==> src/rtl/biriscv_icache_arb.sv <==
// Shares the instruction-cache port between the fetch unit (F) and a secondary requester (P),
// routes in-order responses back via an owner FIFO, and sequences flush/invalidate after drain.
module biriscv_icache_arb #(
    parameter int unsigned MAX_OUTSTANDING   = 2,
    parameter int unsigned MAX_OUTSTANDING_W = 1,
    parameter int unsigned STARVE_LIMIT      = 8,
    parameter int unsigned STARVE_W          = 4
) (
    input  logic        clk_i,
    input  logic        rst_i,
    input  logic        f_rd_i,
    input  logic [31:0] f_pc_i,
    input  logic [1:0]  f_priv_i,
    input  logic        f_flush_i,
    input  logic        f_invalidate_i,
    output logic        f_accept_o,
    output logic        f_maint_ack_o,
    output logic        f_valid_o,
    input  logic        p_rd_i,
    input  logic [31:0] p_pc_i,
    input  logic [1:0]  p_priv_i,
    output logic        p_accept_o,
    output logic        p_valid_o,
    output logic [63:0] rsp_inst_o,
    output logic        rsp_error_o,
    output logic        rsp_page_fault_o,
    output logic        ic_rd_o,
    output logic [31:0] ic_pc_o,
    output logic [1:0]  ic_priv_o,
    output logic        ic_flush_o,
    output logic        ic_invalidate_o,
    input  logic        ic_accept_i,
    input  logic        ic_valid_i,
    input  logic        ic_error_i,
    input  logic [63:0] ic_inst_i,
    input  logic        ic_page_fault_i,
    output logic        proto_err_o
);
    localparam int unsigned PtrW = (MAX_OUTSTANDING_W > 0) ? MAX_OUTSTANDING_W : 1;
    localparam int unsigned CntW = MAX_OUTSTANDING_W + 1;
    localparam logic [PtrW-1:0]     PtrLast   = PtrW'(MAX_OUTSTANDING - 1);
    localparam logic [CntW-1:0]     CntFull   = CntW'(MAX_OUTSTANDING);
    localparam logic [STARVE_W-1:0] StarveMax = STARVE_W'(STARVE_LIMIT);
    localparam logic IdF = 1'b0;
    localparam logic IdP = 1'b1;

    typedef enum logic [1:0] {StIdle, StDrain, StMaint} state_e;

    state_e                     state_q, state_d;
    logic [MAX_OUTSTANDING-1:0] owner_q;
    logic [PtrW-1:0]            wr_ptr_q, rd_ptr_q;
    logic [CntW-1:0]            count_q;
    logic [STARVE_W-1:0]        starve_q;
    logic                       lock_q, lock_id_q, proto_err_q;

    logic grant_valid, grant_id, fifo_full, fifo_empty, push, pop, head_id;

    function automatic logic [PtrW-1:0] ptr_inc(input logic [PtrW-1:0] p);
        return (p == PtrLast) ? '0 : p + 1'b1;
    endfunction

    always_comb begin
        grant_valid = 1'b0;
        grant_id    = IdF;
        if (lock_q) begin
            grant_valid = 1'b1;
            grant_id    = lock_id_q;
        end else if (starve_q == StarveMax && p_rd_i) begin
            grant_valid = 1'b1;
            grant_id    = IdP;
        end else if (f_rd_i) begin
            grant_valid = 1'b1;
            grant_id    = IdF;
        end else if (p_rd_i) begin
            grant_valid = 1'b1;
            grant_id    = IdP;
        end
    end

    assign fifo_full  = (count_q == CntFull);
    assign fifo_empty = (count_q == '0);

    assign ic_rd_o   = grant_valid & ~fifo_full & (state_q == StIdle);
    assign ic_pc_o   = !ic_rd_o ? '0 : (grant_id == IdP) ? p_pc_i : f_pc_i;
    assign ic_priv_o = !ic_rd_o ? '0 : (grant_id == IdP) ? p_priv_i : f_priv_i;

    assign push       = ic_rd_o & ic_accept_i;
    assign f_accept_o = push & (grant_id == IdF);
    assign p_accept_o = push & (grant_id == IdP);

    assign head_id   = owner_q[rd_ptr_q];
    assign pop       = ic_valid_i & ~fifo_empty;
    assign f_valid_o = pop & (head_id == IdF);
    assign p_valid_o = pop & (head_id == IdP);

    assign rsp_inst_o       = ic_inst_i;
    assign rsp_error_o      = ic_error_i;
    assign rsp_page_fault_o = ic_page_fault_i;
    assign proto_err_o      = proto_err_q;

    always_comb begin
        state_d         = state_q;
        ic_flush_o      = 1'b0;
        ic_invalidate_o = 1'b0;
        f_maint_ack_o   = 1'b0;
        unique case (state_q)
            StIdle: begin
                // A read presented but not yet accepted must finish before draining.
                if ((f_flush_i || f_invalidate_i) && !(ic_rd_o && !ic_accept_i)) begin
                    state_d = StDrain;
                end
            end
            StDrain: begin
                if (count_q == '0) state_d = StMaint;
            end
            StMaint: begin
                ic_flush_o      = f_flush_i;
                ic_invalidate_o = f_invalidate_i;
                f_maint_ack_o   = 1'b1;
                state_d         = StIdle;
            end
            default: state_d = StIdle;
        endcase
    end

    always_ff @(posedge clk_i) begin
        if (rst_i) begin
            state_q     <= StIdle;
            owner_q     <= '0;
            wr_ptr_q    <= '0;
            rd_ptr_q    <= '0;
            count_q     <= '0;
            starve_q    <= '0;
            lock_q      <= 1'b0;
            lock_id_q   <= IdF;
            proto_err_q <= 1'b0;
        end else begin
            state_q <= state_d;
            if (push) begin
                owner_q[wr_ptr_q] <= grant_id;
                wr_ptr_q          <= ptr_inc(wr_ptr_q);
            end
            if (pop) rd_ptr_q <= ptr_inc(rd_ptr_q);
            if (push && !pop) begin
                count_q <= count_q + 1'b1;
            end else if (!push && pop) begin
                count_q <= count_q - 1'b1;
            end
            if (ic_rd_o && !ic_accept_i) begin
                lock_q    <= 1'b1;
                lock_id_q <= grant_id;
            end else if (push) begin
                lock_q <= 1'b0;
            end
            if (!p_rd_i || p_accept_o) begin
                starve_q <= '0;
            end else if (starve_q != StarveMax) begin
                starve_q <= starve_q + 1'b1;
            end
            if (ic_valid_i && fifo_empty) proto_err_q <= 1'b1;
        end
    end
endmodule
==> config.mk <==
export PLATFORM = sky130hd
export DESIGN_NAME = biriscv_icache_arb
export DESIGN_NICKNAME = d
export VERILOG_FILES = /design/src/rtl/biriscv_icache_arb.sv
export SDC_FILE = /design/constraint.sdc
export NUM_CORES = 1
export LEC_CHECK = 0
export ABC_AREA = 1
export CELL_PAD_IN_SITES_DETAIL_PLACEMENT = 0
export CELL_PAD_IN_SITES_GLOBAL_PLACEMENT = 1
export CORE_MARGIN = 5
export CORE_UTILIZATION = 14
export DETAILED_ROUTE_END_ITERATION = 8
export PLACE_DENSITY_LB_ADDON = 0.1
export SYNTH_ARGS = -nofsm -noshare
export SYNTH_HDL_FRONTEND = slang
export SYNTH_SLANG_ARGS = --single-unit
==> constraint.sdc <==
create_clock -name clk_i -period 2 [get_ports clk_i]
set_clock_uncertainty 0.05 [all_clocks]
set_input_delay 0.4 -clock clk_i [delete_from_list [all_inputs] [get_ports clk_i]]
set_output_delay 0.4 -clock clk_i [all_outputs]
set_load 0.05 [all_outputs]
# Yosys cells after proc, flatten, opt, wreduce, memory -nomap -nowiden
# Cells that the tools add are included.
# totals
regBits	15
wordCells	84
# op_classes
reduce_logical	20
bitwise_logic	12
n_eq_ne	7
n_lt_le_gt_ge	3
mux	28
addsub	5
# ops
op	n
$mux W32	2
$mux W1	17
$mux W2	6
$and A1 B1 Y1	8
$logic_and A1 B1 Y1	7
$logic_not A1 Y1	5
$add A4 B1 Y4 const B	1
$eq A2 B2 Y1 const B	2
$eq A4 B4 Y1 const B	1
$logic_not A2 Y1	2
$lt A1 B2 Y1 const B	2
$ne A4 B4 Y1 const B	1
$not A1 Y1	4
$pmux W2 S2	1
$reduce_bool A2 Y1	2
$add A1 B1 Y1 const B	2
$add A2 B1 Y2 const B	1
$bwmux W2	1
$eq A2 B1 Y1 const B	1
$logic_or A1 B1 Y1	2
$ne A2 B1 Y1 const B	1
$ne A2 B2 Y1 const B	1
$reduce_and A2 Y1	1
$reduce_or A2 Y1	1
other kinds (3)	3

# Depth between registers and ports, before layout
# depth
depth_word	11
ltp_mapped	10
depth_no_buf	10

# Least setup slack after synthesis
# Ideal clock, no wire load.
# synth_timing
path_type	reg2out
startpoint	register starve_q[0]
endpoint	output port ic_pc_o[0]
slack_ps	-294
n_path_buf	1
path_stages_with_launch	11
arrival_time_ps	1844
cell_sequence	dfxtp_1 -> inv_1 -> ha_1 -> nand3_4 -> nand2_2 -> nand2_2 -> nand2_4 -> inv_2 -> buf_4 -> nor2_1 -> nor2_1
# synth_via
elab_chain_len	7
# synth_rtl
element	line	text
start: declaration	53	logic [STARVE_W-1:0] starve_q;
start signal: assignment	158	starve_q <= starve_q + 1'b1;
$eq A4 B4 Y1 *	68	end else if (starve_q == StarveMax && p_rd_i) begin
$logic_and A1 B1 Y1 *	68	
$mux W1	68	
$mux W1	65	if (lock_q) begin
$and A1 B1 Y1 (2 in series)	83	assign ic_rd_o = grant_valid & ~fifo_full & (state_q == StIdle);
$mux W32 *	84	assign ic_pc_o = !ic_rd_o ? '0 : (grant_id == IdP) ? p_pc_i : f_pc_i;
end: declaration	28	output logic [31:0] ic_pc_o,
# Mark *: on every way between the ends. The rest lies on a longest branch, timed or not.

# Final worst setup path
# layout_timing
startpoint	register starve_q[0]
endpoint	output port ic_pc_o[4]
# The elaborated chain is that of the path after synthesis.

==> results.sh <==
export IMPL_status="complete, but fails checks"
export IMPL_violations="negative setup slack"
export IMPL_io_pins=251
export IMPL_comb_power_share_pct=85.3
export IMPL_clk_latency_ns=0.24
export IMPL_initial_core_util_pct=14.4
export IMPL_dp_cells=524
export IMPL_max_cap_violations=0
export IMPL_final_max_slew_viol_count=0
export IMPL_async_flop_share_pct=0
export IMPL_worst_slack_ns=-0.150
export IMPL_nFillCells=1339
export IMPL_synth_edf_count=0
export IMPL_io_buffers=118
export IMPL_crit_path_end_kind="primary output"
export IMPL_yosysWarnings=0
export IMPL_drt_wl_total_mm=7.69
export IMPL_ys_types=28
export IMPL_path_buf_inv=4
export IMPL_core_area_mm2=0.0127
export IMPL_crit_arrival_ns=1.70
export IMPL_setup_violations=36
export IMPL_p_leak_nw=1.56
export IMPL_die_h_um=124
export IMPL_fp_dieW_um=124
export IMPL_seqPwrFrac_pct=7.5
export IMPL_syn2layout_area_growth_pct=125
export IMPL_slowest_delay_ns=0.32
export IMPL_timing_hold_ws_ns=0.422
export IMPL_crit_slowest_cell="dfxtp_2"
export IMPL_final_hold_viol_count=0
export IMPL_hold_path_class="reg -> reg"
export IMPL_diodes=0
export IMPL_vias=2003
export IMPL_syn_cell_area_mm2=0.00182
export IMPL_ys_seq_area_share_pct=16.5
export IMPL_drt_pass1_iterations=4
export IMPL_rsz0062_at_grt="yes"
export IMPL_drc_errors=0
export IMPL_grt_ovfl_total=0
export IMPL_ys_ff_latch=15
export IMPL_die_area_mm2=0.0154
export IMPL_slew_headroom_pct=66.4
export IMPL_fmax_ghz=0.465
export IMPL_hpwl_mm=5.84
export IMPL_final_nets=511
export IMPL_root_buffer="clkbuf_16"
export IMPL_p_clk_share_pct=7.2
export IMPL_clkTransAtPathRegs_ns=0.05
export IMPL_syn_inst=290
export IMPL_layout_drive_gt1_share_pct=51.2
export IMPL_netSwitchingPower_mw=2.66
export IMPL_cell_internal_pwr_mw=2.78
export IMPL_synth_fp_nets=435
export IMPL_critPathKind="reg -> out"
export IMPL_startpoint_type="register"
export IMPL_core_rowCount=41
export IMPL_cts_tree="yes"
export IMPL_antenna_found_initial=0
export IMPL_cts_buffer_depth=2
export IMPL_wl_per_cell_um=14.3
export IMPL_via_per_inst=3.73
export IMPL_path_delay_family="simple AND/OR/NAND/NOR gates"
export IMPL_stdcell_count=537
export IMPL_grt_util_all_layers_pct=9.06
export IMPL_clock_sinks=15
export IMPL_ir_drop_v=0.000374
export IMPL_grt_pass1_vias=1997
export IMPL_fin_crit_ns=2.15
export IMPL_finalCritPeriodShare_pct=108
export IMPL_ys_flop_type="dfxtp_1"
export IMPL_fin_util_pct=32.3
export IMPL_crit_chain="inv_2 > ha_4 > nand3_4 > nand2_4 > nand2_4 > nand2_8 > clkinv_8 > buf_12 > nor2_2 > nor2_4 > buf_12"
export IMPL_powerDensity_mw_per_mm2=1330
export IMPL_place_gp_congestion=0.671
export IMPL_tightest_slew_ns=0.502
export IMPL_grt_pass1_wl_mm=10.8
export IMPL_ctsHtreeMaxLevel=1
export IMPL_required_ns=1.55
export IMPL_avgSynthCellArea_um2=6.27
export IMPL_numCtsBuffers=3
export IMPL_ant_nets=0
export IMPL_swShare_pct=48.9
export IMPL_grt_max_degree=23
export IMPL_first_iter_violations=41
export IMPL_crit_fanout=11
[layout make-up]
class | count | area (µm²) | area share, %
clock buffers | 4 | 78.8 | 1.93
flip-flops and latches | 15 | 303 | 7.40
multi-input cells | 173 | 1400 | 34.2
inverters | 25 | 111 | 2.72
repair buffers | 148 | 1980 | 48.5
well taps | 172 | 215 | 5.26
[registers in the layout, summed over array words and instances (netlist names)]
name,count
starve_q,4
count_q,2
owner_q,2
state_q,2
lock_id_q,1
lock_q,1
proto_err_o,1
rd_ptr_q,1
wr_ptr_q,1
[synthesized netlist by cell type, drive strengths merged, types with 3 or more instances]
master  instances  share of area, %
nor2           87                18
nand2          18               4.7
ha              3               2.1
buf            75                32
inv            24               5.0
nand3           4               1.8
o21ai          42                12
xor2            3               1.4
a21oi           8               2.4
dfxtp          15                17
[kinds of logic (layout without fill, tap and decap cells)]
group | after synthesis | count (layout) | synth area share [%]
flip-flops | 15 | 15 | 16.5
XOR/XNOR | 3 | 3 | 1.44
AO/OA/AOI/OAI | 53 | 53 | 15.5
adder cells (fa/ha/maj) | 3 | 3 | 2.06
AND/OR/NAND/NOR | 114 | 114 | 26.5
buffers and inverters | 102 | 177 | 38.0
[worst reg2reg max path, cell delays in order, from the launching register on]
cell and delay, ns:
dfxtp_1 0.33, inv_2 0.07, nand2_2 0.08, nor2_4 0.12
nand2_2 0.08, buf_4 0.14, nor2_2 0.13, ha_1 0.26
a21oi_1 0.10, o21ai_0 0.12, o21ai_0 0.17, a21oi_1 0.06
[worst paths after layout]
path | from | endpoint | slack [ns] | depth (start not counted)
worst min-delay path | rd_ptr_q | rd_ptr_q | 0.42 | 2
worst min register to register | rd_ptr_q | rd_ptr_q | 0.42 | 2
worst max register to register | state_q[0] | count_q[1] | 0.17 | 11
worst max-delay path | starve_q[0] | ic_pc_o[4] | -0.15 | 11
[power by group through the flow]
| stage | clock, mW | combinational [mW] | sequential (mW) |
|---|---|---|---|
| after global placement | 0 | 4.22 | 0.412 |
| after global routing | 0.430 | 4.87 | 0.416 |
| after detailed placement | 0 | 4.24 | 0.411 |
| after CTS | 0.414 | 4.56 | 0.406 |
| final | 0.390 | 4.63 | 0.407 |
| after floorplan | 0 | 2.55 | 0.420 |
[through the flow]
stage	TNS, ns	worst slack, ns	instance area, µm²	total power, mW
after floorplan	-0.0119	-0.0119	2060	2.97
final	-4.20	-0.150	4090	5.43
after global routing	-7.22	-0.242	4090	5.72
after global placement	-11.22	-0.329	3500	4.64
after CTS	-5.72	-0.229	3920	5.38
after detailed placement	-11.70	-0.340	3500	4.65
[layer usage]
layer / up-vias / part of all wire (%) / GRT usage [%]
met5: - / 0 / 0
met4: 0 / 0.98 / 2.05
met3: 14 / 11 / 2.23
met2: 111 / 46 / 15.6
met1: 890 / 42 / 11.4
li1: 988 / - / -
[layout by cell type, fill, tap and decap left out, types with 4 or more instances in the layout]
cell,instances
o21ai_2,17
inv_1,17
o21ai_1,15
nor2_1,17
nand2_2,4
nor2_2,16
clkbuf_16,4
buf_4,18
inv_2,6
a21oi_1,7
clkdlybuf4s50_1,74
nor2_4,54
dfxtp_1,13
o21ai_0,8
buf_12,48
nand2_1,11
[timing repair]
action | in CTS | in global routing
cloned | 4 | 1
gates resized for setup | 78 | 47
endpoints found under the setup margin | 38 | 38
setup buffers | 5 | 0
hold buffers | 0 | 0
pin swaps | 8 | 9
No activity file was read; power rests on OpenSTA's default activity.
